**config.mk**
```make
export PLATFORM = sky130hd
export DESIGN_NAME = score_tally_ctrl_flat
export DESIGN_NICKNAME = d
export VERILOG_FILES = /design/src/rtl/score_tally_if.sv /design/src/rtl/score_tally_ctrl.sv /design/src/flat_wrapper.sv
export SDC_FILE = /design/constraint.sdc
export NUM_CORES = 1
export LEC_CHECK = 0
export ABC_AREA = 1
export BUFFER_PORTS_ARGS = -buffer_cell sky130_fd_sc_hd__buf_4
export CORE_AREA = 8 8 110 102
export DETAILED_ROUTE_END_ITERATION = 6
export DIE_AREA = 0 0 118 110
export PLACE_DENSITY = 0.67
export SYNTH_ARGS = -nofsm -noshare
export SYNTH_HDL_FRONTEND = slang
export SYNTH_SLANG_ARGS = --single-unit
export TNS_END_PERCENT = 100
```
**constraint.sdc**
```tcl
create_clock -name clk -period 4.27 [get_ports clk]
set_input_delay 0.427 -clock clk [delete_from_list [all_inputs] [get_ports clk]]
set_output_delay 0.427 -clock clk [all_outputs]
set_load 0.05 [all_outputs]
```
**src/rtl/score_tally_if.sv**
```systemverilog
// Score overlay bus: game-logic events in, digit bitmap drive and score status out.
//
// Handshake semantics: there is no valid/ready pair on this bus. startOfFrame,
// addScore and clearScore are single-cycle pulses sampled on the rising clk edge.
// The controller accepts every pulse unconditionally, so the producer never
// stalls. The pixel inputs are sampled every cycle, and the digit outputs answer
// them exactly one cycle later.
interface score_tally_if #(
  parameter int NUM_DIGITS = 4
);
  logic                    startOfFrame;
  logic                    addScore;
  logic [7:0]              addValue;
  logic                    clearScore;
  logic [10:0]             offsetX;
  logic [10:0]             offsetY;
  logic                    InsideRectangle;
  logic [3:0]              digitValue;
  logic [10:0]             digitOffsetX;
  logic [10:0]             digitOffsetY;
  logic                    digitInside;
  logic [4*NUM_DIGITS-1:0] scoreBCD;
  logic                    busyTally;

  // Game logic / VGA object path side.
  modport master (
    output startOfFrame, addScore, addValue, clearScore,
    output offsetX, offsetY, InsideRectangle,
    input  digitValue, digitOffsetX, digitOffsetY, digitInside,
    input  scoreBCD, busyTally
  );

  // Score controller side.
  modport slave (
    input  startOfFrame, addScore, addValue, clearScore,
    input  offsetX, offsetY, InsideRectangle,
    output digitValue, digitOffsetX, digitOffsetY, digitInside,
    output scoreBCD, busyTally
  );
endinterface

```
**src/rtl/score_tally_ctrl.sv**
```systemverilog
// Score overlay controller: collects point events into a pending accumulator,
// animates the BCD score up by one point every TALLY_STEP_FRAMES frames, and
// maps overlay scan offsets onto a shared digit bitmap with one register stage.
// The FSM state is exported on state_dbg: 0 = idle, 1 = wait, 2 = step.
module score_tally_ctrl #(
  parameter int NUM_DIGITS        = 4,
  parameter int DIGIT_WIDTH_BITS  = 4,
  parameter int DIGIT_HEIGHT      = 32,
  parameter int TALLY_STEP_FRAMES = 2,
  parameter int PENDING_WIDTH     = 12
) (
  input  logic         clk,
  input  logic         resetN,
  score_tally_if.slave bus,
  output logic [1:0]   state_dbg
);

  localparam int SW     = 4 * NUM_DIGITS;
  localparam int CNT_W  = (TALLY_STEP_FRAMES > 1) ? $clog2(TALLY_STEP_FRAMES) : 1;
  localparam int PSUM_W = PENDING_WIDTH + 2;
  localparam int SLOT_W = 11 - DIGIT_WIDTH_BITS;

  localparam logic [CNT_W-1:0]         CNT_LAST = CNT_W'(TALLY_STEP_FRAMES - 1);
  localparam logic [PENDING_WIDTH-1:0] PEND_MAX = '1;
  localparam logic [PSUM_W-1:0]        PSUM_MAX = PSUM_W'(PEND_MAX);
  localparam logic [PSUM_W-1:0]        PSUM_ONE = PSUM_W'(1);
  localparam logic [10:0]              HEIGHT_L = 11'(DIGIT_HEIGHT);
  localparam logic [31:0]              DIGITS_L = 32'(NUM_DIGITS);

  typedef enum logic [1:0] {
    S_IDLE = 2'd0,
    S_WAIT = 2'd1,
    S_STEP = 2'd2
  } state_t;

  state_t                     state, state_next;
  logic [CNT_W-1:0]           frame_cnt, frame_cnt_next;
  logic [PENDING_WIDTH-1:0]   pending, pending_next;
  logic [PSUM_W-1:0]          pend_sum;
  logic [SW-1:0]              score, score_next, score_inc;
  logic [SW-1:0]              displayed;
  logic                       all_nines;
  logic                       inc_carry;

  logic [SLOT_W-1:0]          slot;
  logic [31:0]                slot_ext;
  logic                       slot_ok;
  logic [3:0]                 pix_digit;
  logic                       pix_blank;
  logic                       pix_inside;
  logic [NUM_DIGITS-1:0]      blank_mask;
  logic                       lead_zero;

  // BCD +1 with a ripple carry per digit; also flags the all-nines ceiling.
  always_comb begin
    inc_carry = 1'b1;
    all_nines = 1'b1;
    score_inc = score;
    for (int i = 0; i < NUM_DIGITS; i++) begin
      if (score[4*i +: 4] != 4'd9) begin
        all_nines = 1'b0;
      end
      if (inc_carry) begin
        if (score[4*i +: 4] == 4'd9) begin
          score_inc[4*i +: 4] = 4'd0;
        end else begin
          score_inc[4*i +: 4] = score[4*i +: 4] + 4'd1;
          inc_carry           = 1'b0;
        end
      end
    end
  end

  // Next-state logic for the tally FSM, frame counter, pending and score.
  always_comb begin
    state_next     = state;
    frame_cnt_next = frame_cnt;
    pending_next   = pending;
    score_next     = score;
    pend_sum       = '0;
    if (bus.clearScore) begin
      // Clear wins over everything, including a same-cycle addScore.
      state_next     = S_IDLE;
      frame_cnt_next = '0;
      pending_next   = '0;
      score_next     = '0;
    end else begin
      pend_sum = PSUM_W'(pending);
      if (bus.addScore) begin
        pend_sum = pend_sum + PSUM_W'(bus.addValue);
      end
      case (state)
        S_IDLE: begin
          if (pending != '0) begin
            state_next     = S_WAIT;
            frame_cnt_next = '0;
          end
        end
        S_WAIT: begin
          if (bus.startOfFrame) begin
            if (frame_cnt == CNT_LAST) begin
              state_next = S_STEP;
            end else begin
              frame_cnt_next = frame_cnt + CNT_W'(1);
            end
          end
        end
        S_STEP: begin
          state_next = S_IDLE;
          if (!all_nines) begin
            score_next = score_inc;
            // Pending is at least 1 in STEP, so this never underflows.
            pend_sum   = pend_sum - PSUM_ONE;
          end
        end
        default: begin
          state_next = S_IDLE;
        end
      endcase
      if ((state == S_STEP) && all_nines) begin
        // Score is pinned at the maximum: the remaining points are dropped.
        pending_next = '0;
      end else if (pend_sum > PSUM_MAX) begin
        pending_next = PEND_MAX;
      end else begin
        pending_next = pend_sum[PENDING_WIDTH-1:0];
      end
    end
  end

  // Tally state registers.
  always_ff @(posedge clk or negedge resetN) begin
    if (!resetN) begin
      state     <= S_IDLE;
      frame_cnt <= '0;
      pending   <= '0;
      score     <= '0;
    end else begin
      state     <= state_next;
      frame_cnt <= frame_cnt_next;
      pending   <= pending_next;
      score     <= score_next;
    end
  end

  // Display snapshot only moves at frame start so a frame never tears; a STEP
  // in the same cycle lands in the following frame.
  always_ff @(posedge clk or negedge resetN) begin
    if (!resetN) begin
      displayed <= '0;
    end else if (bus.startOfFrame) begin
      displayed <= score;
    end
  end

  // Leading-zero mask: a digit is blank when it and every more significant
  // digit are zero; the least significant digit always draws.
  always_comb begin
    lead_zero  = 1'b1;
    blank_mask = '0;
    for (int i = NUM_DIGITS - 1; i >= 0; i--) begin
      lead_zero     = lead_zero && (displayed[4*i +: 4] == 4'd0);
      blank_mask[i] = lead_zero && (i != 0);
    end
  end

  // Map the scan column to a digit slot; slot 0 is the leftmost (most
  // significant) digit.
  always_comb begin
    slot      = bus.offsetX[10:DIGIT_WIDTH_BITS];
    slot_ext  = 32'(slot);
    slot_ok   = (slot_ext < DIGITS_L);
    pix_digit = '0;
    pix_blank = 1'b0;
    for (int i = 0; i < NUM_DIGITS; i++) begin
      if (slot_ok && (slot_ext == 32'(NUM_DIGITS - 1 - i))) begin
        pix_digit = displayed[4*i +: 4];
        pix_blank = blank_mask[i];
      end
    end
    pix_inside = bus.InsideRectangle && slot_ok &&
                 (bus.offsetY < HEIGHT_L) && !pix_blank;
  end

  // One register stage on the whole pixel path.
  always_ff @(posedge clk or negedge resetN) begin
    if (!resetN) begin
      bus.digitValue   <= '0;
      bus.digitOffsetX <= '0;
      bus.digitOffsetY <= '0;
      bus.digitInside  <= 1'b0;
    end else begin
      bus.digitValue   <= pix_digit;
      bus.digitOffsetX <= {{SLOT_W{1'b0}}, bus.offsetX[DIGIT_WIDTH_BITS-1:0]};
      bus.digitOffsetY <= bus.offsetY;
      bus.digitInside  <= pix_inside;
    end
  end

  assign bus.scoreBCD  = score;
  assign bus.busyTally = (pending != '0) || (state != S_IDLE);
  assign state_dbg     = state;

  // STEP lasts exactly one cycle.
  step_one_cycle: assert property (
    @(posedge clk) disable iff (!resetN) (state == S_STEP) |=> (state == S_IDLE)
  );

endmodule
```
**src/flat_wrapper.sv**
```systemverilog
// flat-port wrapper written by rule: the top's interface ports become plain ports
module score_tally_ctrl_flat 
#(
  parameter int NUM_DIGITS        = 4,
  parameter int DIGIT_WIDTH_BITS  = 4,
  parameter int DIGIT_HEIGHT      = 32,
  parameter int TALLY_STEP_FRAMES = 2,
  parameter int PENDING_WIDTH     = 12
)
  (clk, resetN, state_dbg, bus_startOfFrame, bus_addScore, bus_addValue, bus_clearScore, bus_offsetX, bus_offsetY, bus_InsideRectangle, bus_digitValue, bus_digitOffsetX, bus_digitOffsetY, bus_digitInside, bus_scoreBCD, bus_busyTally);
  score_tally_if #(.NUM_DIGITS(NUM_DIGITS)) bus_i ();
  input  logic clk;
  input  logic resetN;
  output logic [1:0] state_dbg;
  input wire logic [$bits(bus_i.startOfFrame)-1:0] bus_startOfFrame;
  input wire logic [$bits(bus_i.addScore)-1:0] bus_addScore;
  input wire logic [$bits(bus_i.addValue)-1:0] bus_addValue;
  input wire logic [$bits(bus_i.clearScore)-1:0] bus_clearScore;
  input wire logic [$bits(bus_i.offsetX)-1:0] bus_offsetX;
  input wire logic [$bits(bus_i.offsetY)-1:0] bus_offsetY;
  input wire logic [$bits(bus_i.InsideRectangle)-1:0] bus_InsideRectangle;
  output wire logic [$bits(bus_i.digitValue)-1:0] bus_digitValue;
  output wire logic [$bits(bus_i.digitOffsetX)-1:0] bus_digitOffsetX;
  output wire logic [$bits(bus_i.digitOffsetY)-1:0] bus_digitOffsetY;
  output wire logic [$bits(bus_i.digitInside)-1:0] bus_digitInside;
  output wire logic [$bits(bus_i.scoreBCD)-1:0] bus_scoreBCD;
  output wire logic [$bits(bus_i.busyTally)-1:0] bus_busyTally;
  assign bus_i.startOfFrame = bus_startOfFrame;
  assign bus_i.addScore = bus_addScore;
  assign bus_i.addValue = bus_addValue;
  assign bus_i.clearScore = bus_clearScore;
  assign bus_i.offsetX = bus_offsetX;
  assign bus_i.offsetY = bus_offsetY;
  assign bus_i.InsideRectangle = bus_InsideRectangle;
  assign bus_digitValue = bus_i.digitValue;
  assign bus_digitOffsetX = bus_i.digitOffsetX;
  assign bus_digitOffsetY = bus_i.digitOffsetY;
  assign bus_digitInside = bus_i.digitInside;
  assign bus_scoreBCD = bus_i.scoreBCD;
  assign bus_busyTally = bus_i.busyTally;
  score_tally_ctrl #(.NUM_DIGITS(NUM_DIGITS), .DIGIT_WIDTH_BITS(DIGIT_WIDTH_BITS), .DIGIT_HEIGHT(DIGIT_HEIGHT), .TALLY_STEP_FRAMES(TALLY_STEP_FRAMES), .PENDING_WIDTH(PENDING_WIDTH)) u_core (.clk(clk), .resetN(resetN), .bus(bus_i), .state_dbg(state_dbg));
endmodule
```
==> flow_summary.json, run 1 <==
{
  "drv_slew": 0,
  "critical_path.max_fanout": 11,
  "synth_cells": 509,
  "grt_usage_pct": 14.9,
  "grt_pass1_vias": 3428,
  "finalWirelength_mm": 9.51,
  "drt_iter0_markers": 188,
  "num_vias": 3508,
  "crit_path_start_kind": "flip-flop",
  "cp.arrival_ns": 3.00,
  "finClkSkew_ns": 0.00863,
  "status": "complete, no violations",
  "post_drt_via_cell_ratio": 4.89,
  "tightestPinTransition_ns": 0.831,
  "io_pins": 82,
  "power_per_cell_area_mw_per_mm2": 465,
  "drc_errors": 0,
  "root_buffer": "clkbuf_8",
  "dieArea_mm2": 0.0130,
  "grt_max_degree": 68,
  "slowest_stage": "fa_1",
  "gp_congestion": 0.911,
  "wl_per_cell_um": 13.3,
  "synth_seq_cells": 67,
  "grt_pass1_wl_mm": 15.9,
  "synth-edff-count": 0,
  "initial_core_util_pct": 43.3,
  "cts_hold_buf": 0,
  "fin_crit_sh_pct": 64.6,
  "slew-limit-headroom_pct": 44.6,
  "cts_tree": "yes",
  "async_flop_share_pct": 100,
  "cts-resized-gates": 0,
  "rsz0062_at_grt": "no",
  "io_buffers": 74,
  "syn_to_final_growth_pct": 21.2,
  "num-fill-cells": 909,
  "core-area_mm2": 0.00940,
  "hold_class": "in2async",
  "r2r_slack_ns": 1.51,
  "cap_viol_max_count": 0,
  "setup_tns_ns": 0,
  "cpPeakStageDelay_ns": 0.49,
  "cts_made_buffers": 9,
  "rows": 34,
  "critical_path_class": "reg2reg",
  "worstRegToRegCells": 17,
  "nNetsFinal": 641,
  "setup_viol_count_final": 0,
  "antenna_found_initial": 0,
  "cts.sinks": 67,
  "timing.rr.start": "u_core.pending[0]",
  "fp.dieW_um": 118,
  "peakVddDrop_uv": 282,
  "path_cells": "ha_1, inv_1, fa_1, o21ai_1, inv_1, ha_1, inv_1, nor2_2, nand3_1, nor2_1, nand3_1, nor2_4, nand2_1, nand2_2, nand2_2, o21ai_0, inv_1",
  "crit_start": "u_core.pending[0]",
  "top_layer": "met4",
  "max_freq_mhz": 362,
  "die-height_um": 110,
  "critPathMostFrequentCell": "inv_1",
  "clk_latency_ns": 0.34,
  "antenna_left": 0,
  "clk_pin_slew_worst_paths_ns": 0.07,
  "final_layout_size_suffix_gt1_share_pct": 25.5,
  "htreeDepth": 3,
  "grt_overflow": 0,
  "post-route-util_pct": 52.5,
  "crit_required_ns": 4.51,
  "clockBufferDepth": 2,
  "hold_violations": 0,
  "insertedDiodeCount": 0,
  "yosys_most_used_dff": "dfrtp_1",
  "r2r-end": "u_core.pending[0]",
  "avgSynthCellArea_um2": 7.99,
  "postCtsSetupBuffers": 0,
  "cp-end-kind": "flip-flop",
  "detailroute.wirelength.met3_um": 652,
  "synth_cell_types": 45,
  "critical_path.endpoint": "u_core.pending[0]",
  "drt_first_pass_iters": 5,
  "synth-seq-area-share_pct": 41.2,
  "syn_area_mm2": 0.00407,
  "wl_met1_mm": 4.54,
  "power.leakage_uw": 0.00252,
  "dpl.hpwl_mm": 7.45,
  "min_period_ns": 2.76,
  "wl_met2_mm": 4.25,
  "ys_warn_count": 0
}
[kinds of logic after synthesis]
group	Yosys count	share of synthesized area [%]
buffers and inverters	107	10.9
DFF	67	41.2
muxes	3	0.738
other	1	0.0922
xor gates and xnor gates	10	2.15
AOI/OAI and AO/OA	67	9.81
and+or+nand+nor	236	29.4
adders and majority gates	18	5.72
[metal layers]
metal / vias to the layer above / global-route usage, %
li1: 1783 / -
met1: 1619 / 19.7
met2: 100 / 23.1
met3: 6 / 5.14
met4: 0 / 3.93
met5: - / 0
[power breakdown]
group / total [µW] / switching (µW) / internal, µW
clock: 569 / 243 / 326
sequential: 834 / 103 / 730
combinational: 889 / 597 / 291
[cell type report]
cell class              instances  area (µm²)  share of cell area, %
repair buffers                 74         556                   11.3
well taps                     126         158                   3.20
clock inverters                 6        91.3                   1.85
clock buffers                   9         124                   2.51
multi-input cells             341        1970                   40.0
inverters                      94         357                   7.23
flip-flops and latches         67        1680                   34.0
[metrics by stage]
step                      cells  total power, µW  worst slack (ns)  area (µm²)  hold slack, ns
after CTS                   717             2320              1.49        4930           0.162
after global routing        717             2440              1.23        4930           0.153
after detailed placement    702             1730              1.38        4720           0.522
final                       717             2290              1.51        4930           0.180
after global placement      702             1710              1.52        4720           0.507
after floorplan             515             1480              1.75        4090           0.131
[worst max-delay path: cells and delay by family (launching register included)]
kind                     cells  cell delay, ns
buffers and inverters        4            0.27
AO/OA/AOI/OAI                2            0.29
adder cells (fa/ha/maj)      3            0.89
flip-flops                   1            0.39
AND/OR/NAND/NOR              8            0.82
[flip-flops by register name (all words and copies together) (netlist names)]
| signal | cells |
|---|---|
| u_core.state_dbg | 2 |
| u_core.frame_cnt | 1 |
| u_core.bus.digitInside | 1 |
| u_core.bus.digitOffsetY | 11 |
| u_core.bus.scoreBCD | 16 |
| u_core.bus.digitOffsetX | 4 |
| u_core.pending | 12 |
| u_core.bus.digitValue | 4 |
| u_core.displayed | 16 |
[worst min path at each step]
stage                   startpoint                          to  cells after the start
2_1_floorplan               resetN      u_core.bus.digitInside                      0
3_3_place_gp      u_core.frame_cnt            u_core.frame_cnt                      2
3_5_place_dp   u_core.displayed[1]         u_core.displayed[1]                      2
4_1_cts             bus_offsetX[2]  u_core.bus.digitOffsetX[2]                      1
5_1_grt             bus_offsetX[3]  u_core.bus.digitOffsetX[3]                      1
6_report                    resetN  u_core.bus.digitOffsetY[8]                      1
[cell usage in the layout, fill, tap and decap left out, drive strengths merged, types with 3 or more instances in the layout]
cell,n
o21ai,40
dfrtp,67
inv,93
o21a,3
mux2i,3
clkinvlp,3
nand3,55
nand2,115
clkbuf,9
a21oi,7
nand4,5
nor4,5
o221ai,4
nor2,40
xor2,8
or2,4
buf,74
nor3,8
ha,17
o22ai,3
o211ai,5
conb,7
[Yosys cell counts, types with 3 or more instances]
cell,count,area share (%)
nand2_1,94,8.7
inv_1,83,7.7
dfrtp_1,67,41
nand3_1,42,5.2
nor2_1,32,3.0
o21ai_0,32,3.9
nand2_2,19,2.9
ha_1,17,5.2
nand3_2,13,3.2
inv_2,9,0.83
buf_4,8,1.5
o21ai_1,8,0.98
xor2_1,8,1.7
nor3_1,6,0.74
nand4_1,5,0.77
nor2_2,5,0.77
nor4_1,5,0.77
o211ai_1,5,0.92
a21oi_1,4,0.49
o221ai_1,4,0.86
a21oi_2,3,0.65
clkbuf_1,3,0.28
mux2i_1,3,0.74
nor2_4,3,0.83
o21a_1,3,0.55
o22ai_1,3,0.46
or2_2,3,0.46
Note: power is estimated with default switching activity, not from simulation.
==> run 2, diff against run 1 <==
--- a/config.mk
+++ b/config.mk
@@ -5,12 +5,12 @@
 export SDC_FILE = /design/constraint.sdc
 export NUM_CORES = 1
 export LEC_CHECK = 0
-export ABC_AREA = 1
+export ABC_AREA = 0
 export BUFFER_PORTS_ARGS = -buffer_cell sky130_fd_sc_hd__buf_4
-export CORE_AREA = 8 8 110 102
+export CORE_AREA = 8 8 105 98
 export DETAILED_ROUTE_END_ITERATION = 6
-export DIE_AREA = 0 0 118 110
-export PLACE_DENSITY = 0.67
+export DIE_AREA = 0 0 113 106
+export PLACE_DENSITY = 0.71
 export SYNTH_ARGS = -nofsm -noshare
 export SYNTH_HDL_FRONTEND = slang
 export SYNTH_SLANG_ARGS = --single-unit
==> constraint.sdc (replaced) <==
create_clock -name clk -period 2.3 [get_ports clk]
set_input_delay 0.23 -clock clk [delete_from_list [all_inputs] [get_ports clk]]
set_output_delay 0.23 -clock clk [all_outputs]
set_load 0.05 [all_outputs]
==> flow_summary.json, run 2 <==
{
  "status": "finished with violations",
  "violations": "hold timing, setup timing",
  "setup_viol_count_final": 12,
  "grt_max_degree": 68,
  "drt_iter0_markers": 159,
  "critical_path.max_fanout": 3,
  "crit_required_ns": 2.57,
  "yosys.area.top_type": "dfrtp_1",
  "grt_usage_pct": 16.4,
  "crit_family": "simple AND/OR/NAND/NOR gates",
  "gp_congestion": 0.823,
  "cp-end-kind": "flip-flop",
  "clk_pin_slew_worst_paths_ns": 0.08,
  "io_pins": 82,
  "initial_core_util_pct": 42.9,
  "hold_violations": 21,
  "avgSynthCellArea_um2": 11.0,
  "path_cells": "ha_4, a21oi_4, o2111a_1, or4_4, nand4bb_4, nor4_4, a211oi_2, a311o_1, buf_4, a31oi_4",
  "yosys-top-cells-area": "dfrtp_1 (45%), ha_1 (5.7%), mux2_2 (5.1%), xnor2_1 (2.6%), mux4_2 (2.4%)",
  "ys_warn_count": 0,
  "max_freq_mhz": 343,
  "grt_overflow": 0,
  "place_inst": 569,
  "cts_made_buffers": 9,
  "yosys_most_used_dff": "dfrtp_1",
  "io_buffers": 74,
  "clockBufferDepth": 2,
  "hold_ws_ns": -0.0224,
  "grt_pass1_wl_mm": 16.0,
  "num_vias": 3222,
  "setup_ws_ns": -0.617,
  "fp.dieW_um": 113,
  "slew-limit-headroom_pct": 44.0,
  "fin_crit_sh_pct": 127,
  "cts.sinks": 67,
  "synth_top_area_share_pct": 45.1,
  "ys_top_cells_by_count": "dfrtp_1 (67), nor2_1 (21), nand2_1 (20)",
  "nNetsFinal": 567,
  "min_period_ns": 2.92,
  "antenna_found_initial": 0,
  "drt_first_pass_iters": 4,
  "final_layout_size_suffix_gt1_share_pct": 49.0,
  "dieArea_mm2": 0.0120,
  "stdcell_count": 623,
  "slowest_stage": "dfrtp_1",
  "final_common_cell": "buf_4",
  "finalPower_uw": 4080,
  "synth_cell_types": 64,
  "post_drt_via_cell_ratio": 5.17,
  "core-area_mm2": 0.00867,
  "htreeDepth": 3,
  "tightestPinTransition_ns": 0.839,
  "clk_latency_ns": 0.35,
  "synth_cells": 339,
  "synth_seq_cells": 67,
  "die-height_um": 106,
  "rows": 33,
  "root_buffer": "clkbuf_8",
  "cp.arrival_ns": 3.19,
  "drc_errors": 0,
  "cap_viol_max_count": 0,
  "grt_pass1_vias": 3285,
  "power.leakage_uw": 0.00264,
  "rsz0062_at_grt": "yes",
  "cts_tree": "yes",
  "hold_class": "in2async",
  "finClkSkew_ns": 0.00561,
  "power_per_cell_area_mw_per_mm2": 727,
  "wl_per_cell_um": 16.3,
  "drv_slew": 0,
  "cpPeakStageDelay_ns": 0.43,
  "finalWirelength_mm": 10.2,
  "num-fill-cells": 636,
  "async_flop_share_pct": 100,
  "synth-seq-area-share_pct": 45.1,
  "synth-edff-count": 0,
  "crit_path_start_kind": "flip-flop",
  "layout_common_cells": "buf_4 (155), dfrtp_1 (56), nor2_1 (19), nand2_1 (19), mux2_2 (16)",
  "dpl.hpwl_mm": 7.00,
  "syn_area_mm2": 0.00372,
  "critical_path_buf_inv_count": 1,
  "critical_path_class": "reg2reg",
  "peakVddDrop_uv": 429,
  "antenna_left": 0,
  "insertedDiodeCount": 0,
  "synth_most_common_cell": "dfrtp_1",
  "post-route-util_pct": 64.8,
  "syn_to_final_growth_pct": 50.9
}
## run 2: changes by cell type in the layout (fill, tap and decap cells not counted), sizes merged, moves of 17 or more
cell,before,now
nand2,115,20
buf,74,160
inv,93,16
nand3,55,7
o21ai,40,9
nor2,40,21
mux2,0,17
## run 2: final cells by class
type | count | area, µm² | share of cell area [%]
Multi-Input combinational cell | 244 | 2110 | 37.6
Sequential cell | 67 | 1690 | 30.1
Timing Repair Buffer | 175 | 1370 | 24.4
Clock buffer | 10 | 138 | 2.45
Tap cell | 105 | 131 | 2.34
Clock inverter | 6 | 113 | 2.00
Inverter | 16 | 60.1 | 1.07
## run 2: logic make-up after synthesis
| kind of cell | after synthesis | share of synthesized area, % |
|---|---|---|
| xor+xnor | 21 | 4.94 |
| flops | 67 | 45.1 |
| compound gates | 58 | 12.0 |
| simple gates | 114 | 18.2 |
| buf+inv | 34 | 4.51 |
| other cells | 1 | 0.101 |
| mux | 26 | 8.91 |
| fa+ha+maj | 18 | 6.25 |
## run 2: worst paths after layout
kind                            depth (start not counted)  slack (ns)                          to                start
worst max-delay path                                   10       -0.62           u_core.pending[7]    u_core.pending[1]
worst min-delay path                                    1       -0.02  u_core.bus.digitOffsetY[2]               resetN
worst max register to register                         10       -0.62           u_core.pending[7]    u_core.pending[1]
worst min register to register                          1        0.52         u_core.displayed[3]  u_core.displayed[3]
max in group asynchronous                               1        1.71     u_core.bus.scoreBCD[13]               resetN
min in group clk                                        2        0.15     u_core.bus.scoreBCD[15]       bus_clearScore
## run 2: repair_timing
action | 4_1_cts | 5_1_grt
endpoints found under the setup margin | 15 | 18
buffers inserted | 6 | 17
pin swaps | 11 | 14
resized for setup | 9 | 19
endpoints found under the hold margin | 15 | 0
hold buffers | 15 | 0
## run 2: power by group
group,internal [µW],total (µW),switching (µW),leakage (µW)
Combinational,670,1450,780,0.00165
Clock,751,1220,466,0.000126
Sequential,1310,1420,104,0.000859
## run 2: per-layer routing
| metal | global-route usage [%] | part of all wire (%) | up-vias |
|---|---|---|---|
| met5 | 0 | 0 | - |
| met4 | 3.61 | 0.64 | 0 |
| met3 | 4.53 | 4.0 | 5 |
| met2 | 28.2 | 52 | 64 |
| met1 | 20.0 | 44 | 1582 |
| li1 | - | - | 1571 |
## run 2: per-stage QoR
| stage | setup TNS (ns) | instance area, µm² | worst slack, ns |
|---|---|---|---|
| finish | -6.59 | 5620 | -0.617 |
| global route | -8.30 | 5620 | -0.749 |
| CTS | -5.33 | 5390 | -0.497 |
| detailed placement | -6.12 | 4890 | -0.532 |
| global placement | -5.35 | 4890 | -0.453 |
| floorplan | -4.82 | 3840 | -0.419 |
